## config.mk

```make
export PLATFORM = sky130hd
export DESIGN_NAME = avg_rr_sched_flat
export DESIGN_NICKNAME = d
export VERILOG_FILES = /design/src/rtl/avg_rr_sched_if.sv /design/src/rtl/avg_rr_sched.sv /design/src/flat_wrapper.sv
export SDC_FILE = /design/constraint.sdc
export NUM_CORES = 1
export LEC_CHECK = 0
export BUFFER_PORTS_ARGS = -buffer_cell sky130_fd_sc_hd__buf_2
export CORE_AREA = 2 2 101 103
export DETAILED_ROUTE_END_ITERATION = 10
export DIE_AREA = 0 0 103 105
export HOLD_SLACK_MARGIN = 0.06
export PLACE_DENSITY = 0.73
export REMOVE_ABC_BUFFERS = 1
export SLEW_MARGIN = 5
export SYNTH_ARGS = -nofsm -noshare
export SYNTH_HDL_FRONTEND = slang
export SYNTH_SLANG_ARGS = --single-unit
```

## constraint.sdc

```tcl
create_clock -name clk -period 2.5 [get_ports clk]
set_clock_uncertainty 0.15 [all_clocks]
set_input_delay 0.25 -clock clk [delete_from_list [all_inputs] [get_ports clk]]
set_output_delay 0.25 -clock clk [all_outputs]
set_load 0.05 [all_outputs]
```

## src/rtl/avg_rr_sched_if.sv

```systemverilog
// Bundle between the round-robin scheduler, its requesters and the shared average engine.
// The slave view belongs to the scheduler; the master view is the requester/engine side.
interface avg_rr_sched_if #(
   parameter int unsigned NOF_BITS = 32,
   parameter int unsigned NREQ     = 4
);
   logic [NREQ-1:0]          req;
   logic [NREQ-1:0]          req_first;
   logic [NREQ-1:0]          req_last;
   logic [NREQ*NOF_BITS-1:0] req_data;
   logic [NREQ-1:0]          gnt;
   logic [NREQ-1:0]          rsp_valid;
   logic [NREQ-1:0]          rsp_to;
   logic [NOF_BITS:0]        rsp_data;
   logic                     avg_start;
   logic                     avg_first;
   logic                     avg_last;
   logic [NOF_BITS-1:0]      avg_data;
   logic                     avg_busy;
   logic                     avg_TO;
   logic                     avg_done;
   logic [NOF_BITS:0]        avg_data_out;

   modport slave (
      input  req, req_first, req_last, req_data,
      input  avg_busy, avg_TO, avg_done, avg_data_out,
      output gnt, rsp_valid, rsp_to, rsp_data,
      output avg_start, avg_first, avg_last, avg_data
   );

   modport master (
      output req, req_first, req_last, req_data,
      output avg_busy, avg_TO, avg_done, avg_data_out,
      input  gnt, rsp_valid, rsp_to, rsp_data,
      input  avg_start, avg_first, avg_last, avg_data
   );
endinterface

```

## src/rtl/avg_rr_sched.sv

```systemverilog
// Round-robin scheduler sharing one streaming average engine among NREQ requesters,
// with result/timeout routing back to the owner and an optional ACTIVE-state watchdog.
module avg_rr_sched #(
   parameter int unsigned NOF_BITS = 32,
   parameter int unsigned NREQ     = 4,
   parameter int unsigned WDOG_CYC = 1024
) (
   input logic          clk,
   input logic          rst_n,
   avg_rr_sched_if.slave bus
);

   localparam int unsigned PW = (NREQ > 1) ? $clog2(NREQ) : 1;
   localparam int unsigned SW = PW + 1;
   localparam int unsigned WW = (WDOG_CYC > 1) ? $clog2(WDOG_CYC + 1) : 1;
   localparam logic [WW-1:0] WDOG_LAST = (WDOG_CYC > 0) ? WW'(WDOG_CYC - 1) : '0;
   localparam logic [PW-1:0] LAST_IDX  = PW'(NREQ - 1);
   localparam logic [SW-1:0] NREQ_S    = SW'(NREQ);

   typedef enum logic [1:0] {
      S_IDLE,
      S_START,
      S_ACTIVE,
      S_DRAIN
   } state_t;

   state_t              r_state;
   state_t              w_state_nxt;
   logic [NREQ-1:0]     r_gnt;
   logic [NREQ-1:0]     r_rsp_valid;
   logic [NREQ-1:0]     r_rsp_to;
   logic [NOF_BITS:0]   r_rsp_data;
   logic [PW-1:0]       r_ptr;
   logic [PW-1:0]       r_owner;
   logic [WW-1:0]       r_wdog;

   logic                w_found;
   logic [PW-1:0]       w_win;
   logic [SW-1:0]       w_sum;
   logic [PW-1:0]       w_idx;
   logic                w_active;
   logic                w_wdog_hit;
   logic                w_grant;
   logic                w_take_done;
   logic                w_take_to;
   logic                w_release;

   assign w_active   = (r_state == S_ACTIVE);
   assign w_wdog_hit = (WDOG_CYC != 0) && w_active && (r_wdog == WDOG_LAST);

   // First pending request at or above ptr, wrapping at NREQ rather than 2**PW.
   always_comb begin
      w_found = 1'b0;
      w_win   = '0;
      w_sum   = '0;
      w_idx   = '0;
      for (int unsigned i = 0; i < NREQ; i++) begin
         w_sum = {1'b0, r_ptr} + SW'(i);
         if (w_sum >= NREQ_S) begin
            w_sum = w_sum - NREQ_S;
         end
         w_idx = w_sum[PW-1:0];
         if (!w_found && bus.req[w_idx]) begin
            w_found = 1'b1;
            w_win   = w_idx;
         end
      end
   end

   always_ff @(posedge clk) begin
      if (!rst_n) begin
         r_state <= S_IDLE;
      end else begin
         r_state <= w_state_nxt;
      end
   end

   // Result beats timeout when both land in the same ACTIVE cycle.
   always_comb begin
      w_state_nxt = r_state;
      w_grant     = 1'b0;
      w_take_done = 1'b0;
      w_take_to   = 1'b0;
      w_release   = 1'b0;
      case (r_state)
         S_IDLE: begin
            if (w_found) begin
               w_grant     = 1'b1;
               w_state_nxt = S_START;
            end
         end
         S_START: begin
            w_state_nxt = S_ACTIVE;
         end
         S_ACTIVE: begin
            if (bus.avg_done) begin
               w_take_done = 1'b1;
               w_state_nxt = S_DRAIN;
            end else if (bus.avg_TO || w_wdog_hit) begin
               w_take_to   = 1'b1;
               w_state_nxt = S_DRAIN;
            end
         end
         S_DRAIN: begin
            if (!bus.avg_busy) begin
               w_release   = 1'b1;
               w_state_nxt = S_IDLE;
            end
         end
         default: begin
            w_state_nxt = S_IDLE;
         end
      endcase
   end

   always_ff @(posedge clk) begin
      if (!rst_n) begin
         r_gnt       <= '0;
         r_rsp_valid <= '0;
         r_rsp_to    <= '0;
         r_rsp_data  <= '0;
         r_ptr       <= '0;
         r_owner     <= '0;
         r_wdog      <= '0;
      end else begin
         r_rsp_valid <= '0;
         r_rsp_to    <= '0;
         if (w_active) begin
            r_wdog <= r_wdog + 1'b1;
         end else begin
            r_wdog <= '0;
         end
         if (w_grant) begin
            r_gnt   <= NREQ'(1) << w_win;
            r_owner <= w_win;
         end
         if (w_take_done) begin
            r_rsp_data  <= bus.avg_data_out;
            r_rsp_valid <= r_gnt;
         end
         if (w_take_to) begin
            r_rsp_to <= r_gnt;
         end
         if (w_release) begin
            r_gnt <= '0;
            r_ptr <= (r_owner == LAST_IDX) ? '0 : r_owner + 1'b1;
         end
      end
   end

   always_comb begin
      bus.avg_first = 1'b0;
      bus.avg_last  = 1'b0;
      bus.avg_data  = '0;
      if (w_active) begin
         bus.avg_first = bus.req_first[r_owner];
         bus.avg_last  = bus.req_last[r_owner];
         bus.avg_data  = bus.req_data[r_owner*NOF_BITS +: NOF_BITS];
      end
   end

   assign bus.avg_start = (r_state == S_START);
   assign bus.gnt       = r_gnt;
   assign bus.rsp_valid = r_rsp_valid;
   assign bus.rsp_to    = r_rsp_to;
   assign bus.rsp_data  = r_rsp_data;

endmodule

```

## src/flat_wrapper.sv

```systemverilog
// flat-port wrapper written by rule: the top's interface ports become plain ports
module avg_rr_sched_flat 
#(
   parameter int unsigned NOF_BITS = 32,
   parameter int unsigned NREQ     = 4,
   parameter int unsigned WDOG_CYC = 1024
)
  (clk, rst_n, bus_req, bus_req_first, bus_req_last, bus_req_data, bus_avg_busy, bus_avg_TO, bus_avg_done, bus_avg_data_out, bus_gnt, bus_rsp_valid, bus_rsp_to, bus_rsp_data, bus_avg_start, bus_avg_first, bus_avg_last, bus_avg_data);
  avg_rr_sched_if #(.NOF_BITS(NOF_BITS), .NREQ(NREQ)) bus_i ();
  input logic clk;
  input logic rst_n;
  input wire logic [$bits(bus_i.req)-1:0] bus_req;
  input wire logic [$bits(bus_i.req_first)-1:0] bus_req_first;
  input wire logic [$bits(bus_i.req_last)-1:0] bus_req_last;
  input wire logic [$bits(bus_i.req_data)-1:0] bus_req_data;
  input wire logic [$bits(bus_i.avg_busy)-1:0] bus_avg_busy;
  input wire logic [$bits(bus_i.avg_TO)-1:0] bus_avg_TO;
  input wire logic [$bits(bus_i.avg_done)-1:0] bus_avg_done;
  input wire logic [$bits(bus_i.avg_data_out)-1:0] bus_avg_data_out;
  output wire logic [$bits(bus_i.gnt)-1:0] bus_gnt;
  output wire logic [$bits(bus_i.rsp_valid)-1:0] bus_rsp_valid;
  output wire logic [$bits(bus_i.rsp_to)-1:0] bus_rsp_to;
  output wire logic [$bits(bus_i.rsp_data)-1:0] bus_rsp_data;
  output wire logic [$bits(bus_i.avg_start)-1:0] bus_avg_start;
  output wire logic [$bits(bus_i.avg_first)-1:0] bus_avg_first;
  output wire logic [$bits(bus_i.avg_last)-1:0] bus_avg_last;
  output wire logic [$bits(bus_i.avg_data)-1:0] bus_avg_data;
  assign bus_i.req = bus_req;
  assign bus_i.req_first = bus_req_first;
  assign bus_i.req_last = bus_req_last;
  assign bus_i.req_data = bus_req_data;
  assign bus_i.avg_busy = bus_avg_busy;
  assign bus_i.avg_TO = bus_avg_TO;
  assign bus_i.avg_done = bus_avg_done;
  assign bus_i.avg_data_out = bus_avg_data_out;
  assign bus_gnt = bus_i.gnt;
  assign bus_rsp_valid = bus_i.rsp_valid;
  assign bus_rsp_to = bus_i.rsp_to;
  assign bus_rsp_data = bus_i.rsp_data;
  assign bus_avg_start = bus_i.avg_start;
  assign bus_avg_first = bus_i.avg_first;
  assign bus_avg_last = bus_i.avg_last;
  assign bus_avg_data = bus_i.avg_data;
  avg_rr_sched #(.NOF_BITS(NOF_BITS), .NREQ(NREQ), .WDOG_CYC(WDOG_CYC)) u_core (.clk(clk), .rst_n(rst_n), .bus(bus_i));
endmodule
```

Word-level counts from Yosys, hierarchy flattened
Cells that the tools add are included.
{ "word_totals": {"n_memories": 0, "ram_bits": 0, "latch_bits": 0, "in_bits": 178, "mem_bits_ro": 0, "reg_bits": 62} }
{ "op_classes": {"eq_ne": 8, "mul": 0, "shifts": 2, "n_addsub": 9, "n_div": 0, "n_reduce_logical": 14, "n_mux": 42, "bitwise": 1, "order_cmp": 9} }
{ "ops": {"columns": ["cell", "n"], "rows": [
  ["indexed part select 128 x 8 -> 32 bit", 1],
  ["two-way mux 32 bit", 1],
  ["two-way mux 2 bit", 13],
  ["two-way mux 1 bit", 21],
  ["< comparator 2 x 3 -> 1 bit (second input constant)", 5],
  ["binary-select mux 1 bit (select 2 bit)", 6],
  ["adder 11 x 1 -> 11 bit (second input constant)", 1],
  ["== test 11 x 10 -> 1 bit (second input constant)", 1],
  ["greater-or-equal comparator 3 bit (second input constant)", 3],
  ["one-hot mux 2 bit (4 select lines)", 1],
  ["subtractor 2 x 1 -> 2 bit (second input constant)", 4],
  ["adder 2 x 2 -> 3 bit (second input constant)", 2],
  ["== test 2 bit (second input constant)", 3],
  ["AND reduction 2 bit", 3],
  ["logical AND 1 bit", 4],
  ["<< shifter 1 x 2 -> 4 bit (first input constant)", 1],
  ["adder 2 x 1 -> 3 bit (second input constant)", 1],
  ["greater-or-equal comparator 2 x 3 -> 1 bit (second input constant)", 1],
  ["logical NOT 1 bit", 3],
  ["inequality test 3 bit (second input constant)", 1],
  ["AND reduction 3 bit", 1],
  ["adder 2 x 1 -> 2 bit (second input constant)", 1],
  ["== test 2 x 1 -> 1 bit (second input constant)", 1],
  ["logical NOT 2 bit", 1],
  ["other kinds (5)", 5]
]} }

Logic depth before layout (Yosys ltp)
{ "logic_depth": {"depth_word": 16, "mapped_depth": 7} }

Least setup slack after synthesis
No wires, ideal clock.
{ "synth_path": {"kind": "reg-to-output", "start": "register u_core.r_state[0]", "end": "output port bus_avg_data[10]", "required_time_ns": 2.100, "n_path_buf": 2, "path_stages_with_launch": 6, "setup_slack_ns": 0.599, "arrival_time_ns": 1.501, "cell_sequence": "dfxtp_1 > inv_1 > ha_1 > clkbuf_1 > clkbuf_1 > and2_1"} }
{ "synth_via": {"elab_chain_cells": 2} }
{ "synth_lines": {"columns": ["item", "line", "text"], "rows": [
  ["start: declaration", "avg_rr_sched.sv:27", "state_t r_state;"],
  ["start signal: assignment", "avg_rr_sched.sv:74", "r_state <= w_state_nxt;"],
  ["== test 2 bit", "avg_rr_sched.sv:48", "assign w_active = (r_state == S_ACTIVE);"],
  ["two-way mux 32 bit", "avg_rr_sched.sv:155", "if (w_active) begin"],
  ["end: declaration", "flat_wrapper.sv:27", "output wire logic [$bits(bus_i.avg_data)-1:0] bus_avg_data;"]
]} }
No other way between the ends.

Final worst setup path
{ "layout_path": {"start": "register u_core.r_owner[0]", "end": "output port bus_avg_data[21]"} }
{ "layout_via": {"elab_chain_cells": 2} }
{ "layout_lines": {"columns": ["item", "line", "text"], "rows": [
  ["start: declaration", "avg_rr_sched.sv:34", "logic [PW-1:0] r_owner;"],
  ["start signal: assignment", "avg_rr_sched.sv:135", "r_owner <= w_win;"],
  ["indexed part select 128 x 8 -> 32 bit", "avg_rr_sched.sv:158", "bus.avg_data = bus.req_data[r_owner*NOF_BITS +: NOF_BITS];"],
  ["two-way mux 32 bit", "avg_rr_sched.sv:155", null]
]} }
No other way between the ends.

==> metrics.txt <==
status finished, final reports clean; number of nets in the layout 826; average detailed-routed wire length per instance 16.9 um; total power of the final layout 4000 uW; routed via count divided by cell count 4.91; RSZ-0062 raised after global routing false; Worst Hold Endpoint u_core.r_state[0]$_SDFFE_PN0P_; Worst VDD drop 440 uV; Post-Route Utilization 56.8%; row count 36; critical path fanouts, max 14; master cell of the clock root buffer clkbuf_8; Highest Clock Rate 436 MHz; I/O Buffers 257; leftover overflow at the end of global routing 0; slowest cell on the critical path mux4_2; number of clock sinks 62; largest net degree at the start of global routing 36; number of detailed-routing iterations run before antenna repair 4; sequential-to-total area share from yosys stat 35.1%; Max-Cap Viols 0; Worst Slack Setup Final 0.208 ns; Placed Cells incl. Taps 731; total core area 9640 um^2; number of CTS-inserted buffers 9; WL final 13.2 mm; Filler Cells Inserted 898; max-slew violation count 0; worst slew margin relative to its limit 72.6%; Post-synth EDFFs 0; initial standard-cell utilization of the core 36.7%; worst flop-to-flop path startpoint u_core.r_state[0]$_SDFFE_PN0P_; CP required 2.10 ns; die width 103 um; path type of the worst min-delay path input port to register; Yosys reg bits 62; filler-free cell count of the finished design 781; Distinct cells, synth 41; Pwr per Cell Area 732 nW/um^2; maximum level of the CTS H-tree 3; sequence of cells on the critical path buf_4, mux4_2, and2_1, buf_2; type of element capturing the critical path primary output; synth warn 0; Post-CTS Setup Repair Bufs 0; count of unresolved DRC violations after routing 0; Static Leakage 0.00256 uW; Top-Level Pins 258; signed area change from the synthesized netlist to the final layout 54.8%; fraction of layout cells with a size suffix above 1 50.4%; routed via count 3835; Clk pin slew, worst setup/hold paths 0.07 ns; die outline area 10800 um^2; post-synthesis async set-or-reset flop share 0%; worst hold path stage count 3; clock period minus worst slack 2.29 ns; Avg Inst Size Synth 9.93 um^2; worst setup slack after placement 0.546 ns; clock latency on the worst-skew pair 0.33 ns; final HPWL from detailed placement 10.2 mm; Worst Setup Path Type register to primary output; worst hold-check slack 0.111 ns; Cells after Synth 356; initial antenna violation count 2; Largest stage delay, worst path 0.54 ns; Min-Delay Startpoint rst_n; Setup Viol. Count Final 0; wire length of the first global-routing pass 20.1 mm; Mapped Area 3530 um^2; Critical Path Start Type register; Die Y-Extent 105 um; TritonCTS clock tree built; drt first-iter violations 133; total of cells resized after clock tree synthesis 0; maximum clock path buffer count 2; vias in the first global route 4002; flop2flop setup slack 0.62 ns; cts-stage hold buffer count 33; residual antenna-violating net count after detailed routing 0; worst flop-to-flop path endpoint u_core.bus.rsp_data[6]$_SDFFE_PN0P_; Period Utilization, post-route 91.7%; actual transition at the worst max-transition pin 0.410 ns; global-route total usage across every layer 24.2%; routability congestion estimate 0.978; Hold Vio Cnt, Final 0; data arrival time at the worst-slack endpoint 1.89 ns; worst r2r path cells 7; Most used DFF post-synth dfxtp_1
-- cells by family (layout without fill, tap and decap cells) --
kind of cell	count (synthesis)	in the layout	share of synthesized area [%]
and+or+nand+nor	158	158	22.8
DFF	62	62	35.1
AOI/OAI and AO/OA	58	58	11.5
muxes	35	35	21.9
buffers and inverters	31	322	5.03
adders and majority gates	6	6	2.12
xor gates and xnor gates	6	6	1.49
other	0	1	0
-- cell usage after synthesis (all sizes together), types with 6 or more instances --
library cell / n / area [um^2]
dfxtp: 62 / 1240
and2: 40 / 250
mux4: 34 / 766
clkbuf: 12 / 45.0
ha: 6 / 75.1
buf: 12 / 106
nor2: 12 / 45.0
o21ai: 6 / 30.0
nand2: 78 / 295
nand2b: 6 / 40.0
a21boi: 34 / 255
a21oi: 10 / 50.1
inv: 7 / 26.3
-- cell usage in the layout, fill, tap and decap left out, types with 2 or more instances in the layout --
cell type,synthesis,final
a21boi_0,34,34
a21oi_1,10,10
a22oi_1,2,2
and2_1,40,40
and3_1,5,5
buf_2,8,257
buf_4,0,8
bufinv_16,0,2
clkbuf_8,0,10
clkinv_2,0,2
clkinvlp_4,0,2
dfxtp_1,62,61
dlygate4sd3_1,0,33
ha_1,6,6
inv_1,7,7
mux4_2,34,34
nand2_1,77,77
nand2b_1,5,5
nand3_1,3,3
nand4_1,2,2
nor2_1,12,12
nor2b_1,4,4
o21ai_0,5,5
xnor2_1,2,2
xor2_1,4,4
-- report_power, final --
group | switching, uW | internal [uW] | total, uW | leakage (uW)
clock network | 381 | 584 | 965 | 0.000108
logic | 1250 | 659 | 1910 | 0.00195
registers | 56.2 | 1080 | 1130 | 0.000502
total | 1680 | 2320 | 4000 | 0.00256
-- metal layers --
layer | vias to the layer above | track usage, % | routed length (um)
met3 | 20 | 7.56 | 1120
met1 | 1812 | 30.1 | 5550
met2 | 181 | 40.6 | 6360
li1 | 1820 | - | -
met4 | 2 | 5.64 | 174
met5 | - | 0 | 13
-- through the flow --
step,setup TNS (ns),area [um^2]
after floorplan,-15.30,3380
after global placement,0,4920
after detailed placement,0,4920
after CTS,0,5470
after global routing,0,5470
final,0,5470
-- critical path: cells and delay by family (launching register included) --
kind	cells	cell delay, ns
buf+inv	2	0.49
flops	1	0.35
mux	1	0.54
simple gates	1	0.17
-- cell type report --
class | count | area, um^2 | share of cell area (%)
Sequential cell | 62 | 1240 | 22.7
Clock buffer | 10 | 138 | 2.51
Tap cell | 133 | 166 | 3.04
Inverter | 7 | 26.3 | 0.480
Multi-Input combinational cell | 263 | 2120 | 38.7
Antenna cell | 1 | 2.50 | 0.0457
Timing Repair Buffer | 299 | 1700 | 31.0
Clock inverter | 6 | 85.1 | 1.55
-- flip-flops by register name, indices dropped and copies added, names as in the netlist --
| register | cells |
|---|---|
| u_core.r_owner | 2 |
| u_core.r_wdog | 11 |
| u_core.r_ptr | 2 |
| u_core.bus.rsp_valid | 4 |
| u_core.bus.rsp_data | 33 |
| u_core.r_state | 2 |
| u_core.bus.rsp_to | 4 |
| u_core.bus.gnt | 4 |
-- how the worst max path moves through the flow --
stage | start | to | slack (ns) | depth (start not counted)
6_report | u_core.r_owner[0]$_SDFFE_PN0P_ | bus_avg_data[21] | 0.21 | 4
5_1_grt | u_core.r_owner[0]$_SDFFE_PN0P_ | bus_avg_data[12] | 0.10 | 4
4_1_cts | u_core.r_owner[0]$_SDFFE_PN0P_ | bus_avg_data[21] | 0.16 | 4
3_5_place_dp | u_core.r_owner[0]$_SDFFE_PN0P_ | bus_avg_data[3] | 0.55 | 4
3_3_place_gp | u_core.r_owner[0]$_SDFFE_PN0P_ | bus_avg_data[3] | 0.58 | 4
2_1_floorplan | u_core.r_owner[0]$_SDFFE_PN0P_ | bus_avg_data[0] | -0.45 | 2
Power figures use the tool's default switching activity.
